**src/rtl/nibble_serial_adder.sv**
```systemverilog
// nibble_serial_adder
//   Computes a 4*NIBBLES-bit sum A + B + carry_in by driving one 4-bit adder
//   slice (adder4) once per clock, least-significant nibble first. The carry
//   between nibbles lives in a register. Operands arrive and the result
//   leaves over valid/ready handshakes.
//
// Ports (nibble_serial_adder):
//   clk        rising-edge clock
//   rst        synchronous, active-high reset
//   in_valid   operand pair and carry_in are valid
//   in_ready   block is idle and can accept an operation
//   a, b       W-bit operands (unsigned or two's complement), W = 4*NIBBLES
//   carry_in   carry into nibble 0
//   out_valid  sum / carry_out / overflow are valid
//   out_ready  consumer accepts the result
//   sum        A + B + carry_in modulo 2^W
//   carry_out  unsigned carry out of bit W-1
//   overflow   signed overflow of the W-bit addition
//   busy       high while nibbles are being processed
//
// Ports (adder4): 4-bit slice, {carry_out, result} = a + b + carry_in.

module adder4 (
  input  logic [3:0] a,
  input  logic [3:0] b,
  input  logic       carry_in,
  output logic [3:0] result,
  output logic       carry_out
);

  assign {carry_out, result} = {1'b0, a} + {1'b0, b} + {4'b0000, carry_in};

endmodule

module nibble_serial_adder #(
  parameter int NIBBLES = 4
) (
  input  logic                   clk,
  input  logic                   rst,
  input  logic                   in_valid,
  output logic                   in_ready,
  input  logic [4*NIBBLES-1:0]   a,
  input  logic [4*NIBBLES-1:0]   b,
  input  logic                   carry_in,
  output logic                   out_valid,
  input  logic                   out_ready,
  output logic [4*NIBBLES-1:0]   sum,
  output logic                   carry_out,
  output logic                   overflow,
  output logic                   busy
);

  localparam int W  = 4 * NIBBLES;
  localparam int CW = (NIBBLES > 1) ? $clog2(NIBBLES) : 1;

  typedef enum logic [1:0] {IDLE, RUN, DONE} state_t;

  state_t          state_q, state_d;
  logic [W-1:0]    a_q, b_q, sum_q;
  logic [CW-1:0]   cnt_q;
  logic            carry_q;
  logic            a_sign_q, b_sign_q;
  logic            carry_out_q, overflow_q;

  logic [3:0]      nib_result;
  logic            nib_carry;
  logic            last_nibble;
  logic [W-1:0]    sum_shifted;

  // The only adder on the sum path: low nibbles of the operand shift
  // registers plus the inter-nibble carry.
  adder4 u_adder4 (
    .a         (a_q[3:0]),
    .b         (b_q[3:0]),
    .carry_in  (carry_q),
    .result    (nib_result),
    .carry_out (nib_carry)
  );

  assign last_nibble = (cnt_q == CW'(NIBBLES - 1));

  // New nibble enters at the top; after NIBBLES shifts nibble 0 sits at the
  // bottom. Written as shift/or so NIBBLES=1 needs no special slicing.
  assign sum_shifted = (sum_q >> 4) | (W'(nib_result) << (W - 4));

  // State register.
  // NOTE: clocked state uses non-blocking (<=) so every flop samples the
  // pre-edge values; blocking here would create order-dependent races.
  always_ff @(posedge clk) begin
    if (rst) state_q <= IDLE;
    else     state_q <= state_d;
  end

  // Next state and handshake outputs.
  // NOTE: every output gets a default before the case so no path leaves a
  // signal unassigned, which would otherwise infer a latch.
  always_comb begin
    state_d   = state_q;
    in_ready  = 1'b0;
    busy      = 1'b0;
    out_valid = 1'b0;
    case (state_q)
      IDLE: begin
        in_ready = 1'b1;
        if (in_valid) state_d = RUN;
      end
      RUN: begin
        busy = 1'b1;
        if (last_nibble) state_d = DONE;
      end
      DONE: begin
        out_valid = 1'b1;
        if (out_ready) state_d = IDLE;
      end
      default: state_d = IDLE;
    endcase
  end

  // Datapath. Everything is cleared on reset because the reset values of
  // sum, carry_out and overflow are observable on the ports.
  always_ff @(posedge clk) begin
    if (rst) begin
      a_q         <= '0;
      b_q         <= '0;
      sum_q       <= '0;
      cnt_q       <= '0;
      carry_q     <= 1'b0;
      a_sign_q    <= 1'b0;
      b_sign_q    <= 1'b0;
      carry_out_q <= 1'b0;
      overflow_q  <= 1'b0;
    end else begin
      case (state_q)
        IDLE: begin
          if (in_valid) begin
            a_q      <= a;
            b_q      <= b;
            carry_q  <= carry_in;
            cnt_q    <= '0;
            // Sign bits are kept aside: the operand registers shift them out.
            a_sign_q <= a[W-1];
            b_sign_q <= b[W-1];
          end
        end
        RUN: begin
          sum_q   <= sum_shifted;
          a_q     <= a_q >> 4;
          b_q     <= b_q >> 4;
          carry_q <= nib_carry;
          cnt_q   <= cnt_q + CW'(1);
          if (last_nibble) begin
            carry_out_q <= nib_carry;
            // The top nibble's MSB is the sum sign bit.
            overflow_q  <= (a_sign_q == b_sign_q) && (nib_result[3] != a_sign_q);
          end
        end
        default: ;  // DONE: hold the result until the handshake.
      endcase
    end
  end

  assign sum       = sum_q;
  assign carry_out = carry_out_q;
  assign overflow  = overflow_q;

endmodule

```
**config.mk**
```make
export PLATFORM = sky130hd
export DESIGN_NAME = nibble_serial_adder
export DESIGN_NICKNAME = d
export VERILOG_FILES = /design/src/rtl/nibble_serial_adder.sv
export SDC_FILE = /design/constraint.sdc
export NUM_CORES = 1
export LEC_CHECK = 0
export ABC_AREA = 1
export CAP_MARGIN = 20
export CORE_MARGIN = 4
export CORE_UTILIZATION = 41
export CTS_CLUSTER_SIZE = 40
export DETAILED_ROUTE_END_ITERATION = 8
export GPL_ROUTABILITY_DRIVEN = 1
export PLACE_DENSITY = 0.7
export SYNTH_ARGS = -nofsm -noshare
export SYNTH_HDL_FRONTEND = slang
export SYNTH_SLANG_ARGS = --single-unit
```
**constraint.sdc**
```tcl
create_clock -name clk -period 3.45 [get_ports clk]
set_input_delay 0.345 -clock clk [delete_from_list [all_inputs] [get_ports clk]]
set_output_delay 0.345 -clock clk [all_outputs]
set_load 0.02 [all_outputs]
```
==> out/metrics.cfg <==
[yosys]
synth_area_sq_mm = 0.002385
synth_warnings = 0
synthArstFlopShare_pct = 0
ys_types = 24
yosysTopAreaCellShare_pct = 47.85
yosysSeqAreaShare_pct = 47.85
synth_cells = 306
synth-edff-count = 0
ys_ff_latch = 57
yosys.area.top_type = dfxtp_1
ys_top_cells_by_area = dfxtp_1, nand2_1, o21ai_0
synth_commonest_cells = nand2_1, dfxtp_1, o21ai_0, nor2_1, a31oi_1
syn_nets = 349
synthFlopType = dfxtp_1
syn_area_per_cell_sq_um = 7.793
yosysMostFrequentCell = nand2_1

[worst_setup_path]
worstPathMaxFanout = 40
slowest_delay_ns = 0.60
endpoint_kind = output pin
slowest_stage = clkdlybuf4s50_1
r2r_cells = 5
required_ns = 3.11
path_buf_inv = 2
arrival_ns = 1.75
worstPathCellList = nand2_4, inv_2, clkdlybuf4s50_1
crit_family = buffers and inverters
rrSetupSlack_ns = 1.55
crit_type = flop to output pin
cp-start-kind = flop
cp.depth = 3

[floorplan]
dieArea_sq_mm = 0.007101
die_w_um = 84.27
boundaryPins = 58
rows = 27
initial_utilization_pct = 42.78
dieHeight_um = 84.27
core_area_sq_mm = 0.005574

[final_layout]
fin_nets = 400
area_growth_pct = 31.32
multi_input_area_sq_mm = 0.001062
design_area_sq_mm = 0.003132
n_antenna_cell = 0
drive_above_1_share_pct = 6.354
seqCellArea_sq_mm = 0.001141
fillers = 532
finalNonFillerCells = 434

[cts]
clkTransAtPathRegs_ns = 0.06
cts_max_level = 3
clockRootBuffer = clkbuf_8
clock_latency_ns = 0.32
holdBufCountCts = 0
cts.sinks = 57
numCtsBuffers = 9
cts_tree = done
post_cts_resized = 0
cts_setup_buffers = 0
clockBufferDepth = 2

[power_and_ir_drop]
p_leak_uw = 0.001236
ir_worst_vdd_mv = 0.2765
powerDensity_mw_per_mm2 = 517.3

[global_routing]
gr-total-overflow = 0
grt_first_pass_wirelength_um = 8466
use_met1_pct = 18.21
use_met2_pct = 24.32
grt_use_total_pct = 14.78
met3_usage_pct = 4.024
grt_max_degree = 52
antenna_found_initial = 0
grt_pass1_vias = 1892
top_usage_layer = met2

[placed_design]
port_buffers = 57
postPlaceCellArea_sq_mm = 0.002939
gp_congestion = 0.7806
placed_cells = 418
hpwl_um = 3558

[job]
max_cap_violations = 0

[timing]
final.setup.tns_ns = 0
timing.final.crit_share_pct = 60.62
skew_ns = 0.005478
relSlewSlack_pct = 57.94
fin_crit_ns = 2.091
worst_pin_slew_ns = 0.6302
setup_viol = 0
max_freq_mhz = 478.1
rsz0062_at_grt = no
hold_viol = 0
holdWs_ns = 0.4654
slew_viol_final = 0

[routing]
drtAntennaViolNets = 0
vias = 2098
drt-total-wl_um = 5121
drc = 0
drtIter0Drc = 120
vias_per_cell = 4.834
drt_first_pass_iters = 4
routedWlPerCell_um = 11.80

[worst_hold_path]
min_path_cells = 2
hold_class = flop to flop

[status]
status = finished, final reports clean

[final timing paths]
path / from / to
worst min-delay path: b_q[13] / b_q[13]
worst max-delay path: state_q[0] / busy
worst min register to register: b_q[13] / b_q[13]
worst max register to register: state_q[0] / b_q[15]
[cells in the final DEF (no fill, tap or decap), types with 4 or more instances in the layout]
| cell | count |
|---|---|
| a31oi_1 | 24 |
| nor2_1 | 30 |
| ha_1 | 4 |
| clkdlybuf4s50_1 | 57 |
| inv_1 | 12 |
| dfxtp_1 | 57 |
| nand3_1 | 7 |
| a21oi_1 | 19 |
| o21ai_1 | 6 |
| o21ai_0 | 36 |
| clkbuf_8 | 13 |
| nand2_1 | 76 |
[cell type report]
type	instances	share of cell area (%)
sequential	57	36.44
clock inverter	2	0.3196
multi-input combinational	214	33.92
timing repair buffer	59	18.70
tap	72	2.877
inverter	16	1.918
clock buffer	14	5.833
[routing by layer]
| layer | up-vias | share of wire, % |
|---|---|---|
| met3 | 7 | 5.4 |
| li1 | 1121 | - |
| met5 | - | 0 |
| met4 | 0 | 1.6 |
| met1 | 919 | 46 |
| met2 | 51 | 47 |
[logic make-up (layout without fill, tap and decap cells)]
group | count (synthesis) | in the layout | share of synthesized area, %
AOI/OAI and AO/OA | 89 | 89 | 20.36
xor gates and xnor gates | 1 | 1 | 0.3673
adders and majority gates | 6 | 6 | 3.778
buffers and inverters | 35 | 91 | 7.607
DFF | 57 | 57 | 47.85
and+or+nand+nor | 118 | 118 | 20.04
[stage by stage]
| step | setup slack [ns] | utilization (%) | total power [uW] |
|---|---|---|---|
| after floorplan | 1.816 | - | 954.4 |
| after global placement | 1.198 | 52.73 | 1053 |
| after detailed placement | 1.128 | 52.73 | 1060 |
| after CTS | 1.333 | 56.18 | 1638 |
| after global routing | 1.205 | 56.18 | 1712 |
| final | 1.359 | 56.18 | 1620 |
[registers in the layout (all words and copies together), names as in the netlist]
| signal | flops |
|---|---|
| overflow | 1 |
| b_q | 16 |
| sum | 16 |
| state_q | 2 |
| cnt_q | 2 |
| carry_q | 1 |
| a_sign_q | 1 |
| carry_out | 1 |
| b_sign_q | 1 |
| a_q | 16 |
[where the power goes]
group	total, uW	internal (uW)	switching, uW
Clock	577	337	240
Combinational	290	130	160
Sequential	753	718	34.8
[worst reg2reg max path, cell delays in order, from the launching register on]
cell and delay, ns:
dfxtp_1 0.42, nand2_4 0.27, nand2_4 0.46, clkinv_1 0.39, nand2_1 0.15, a21oi_1 0.07
Note: power is estimated with default switching activity, not from simulation.
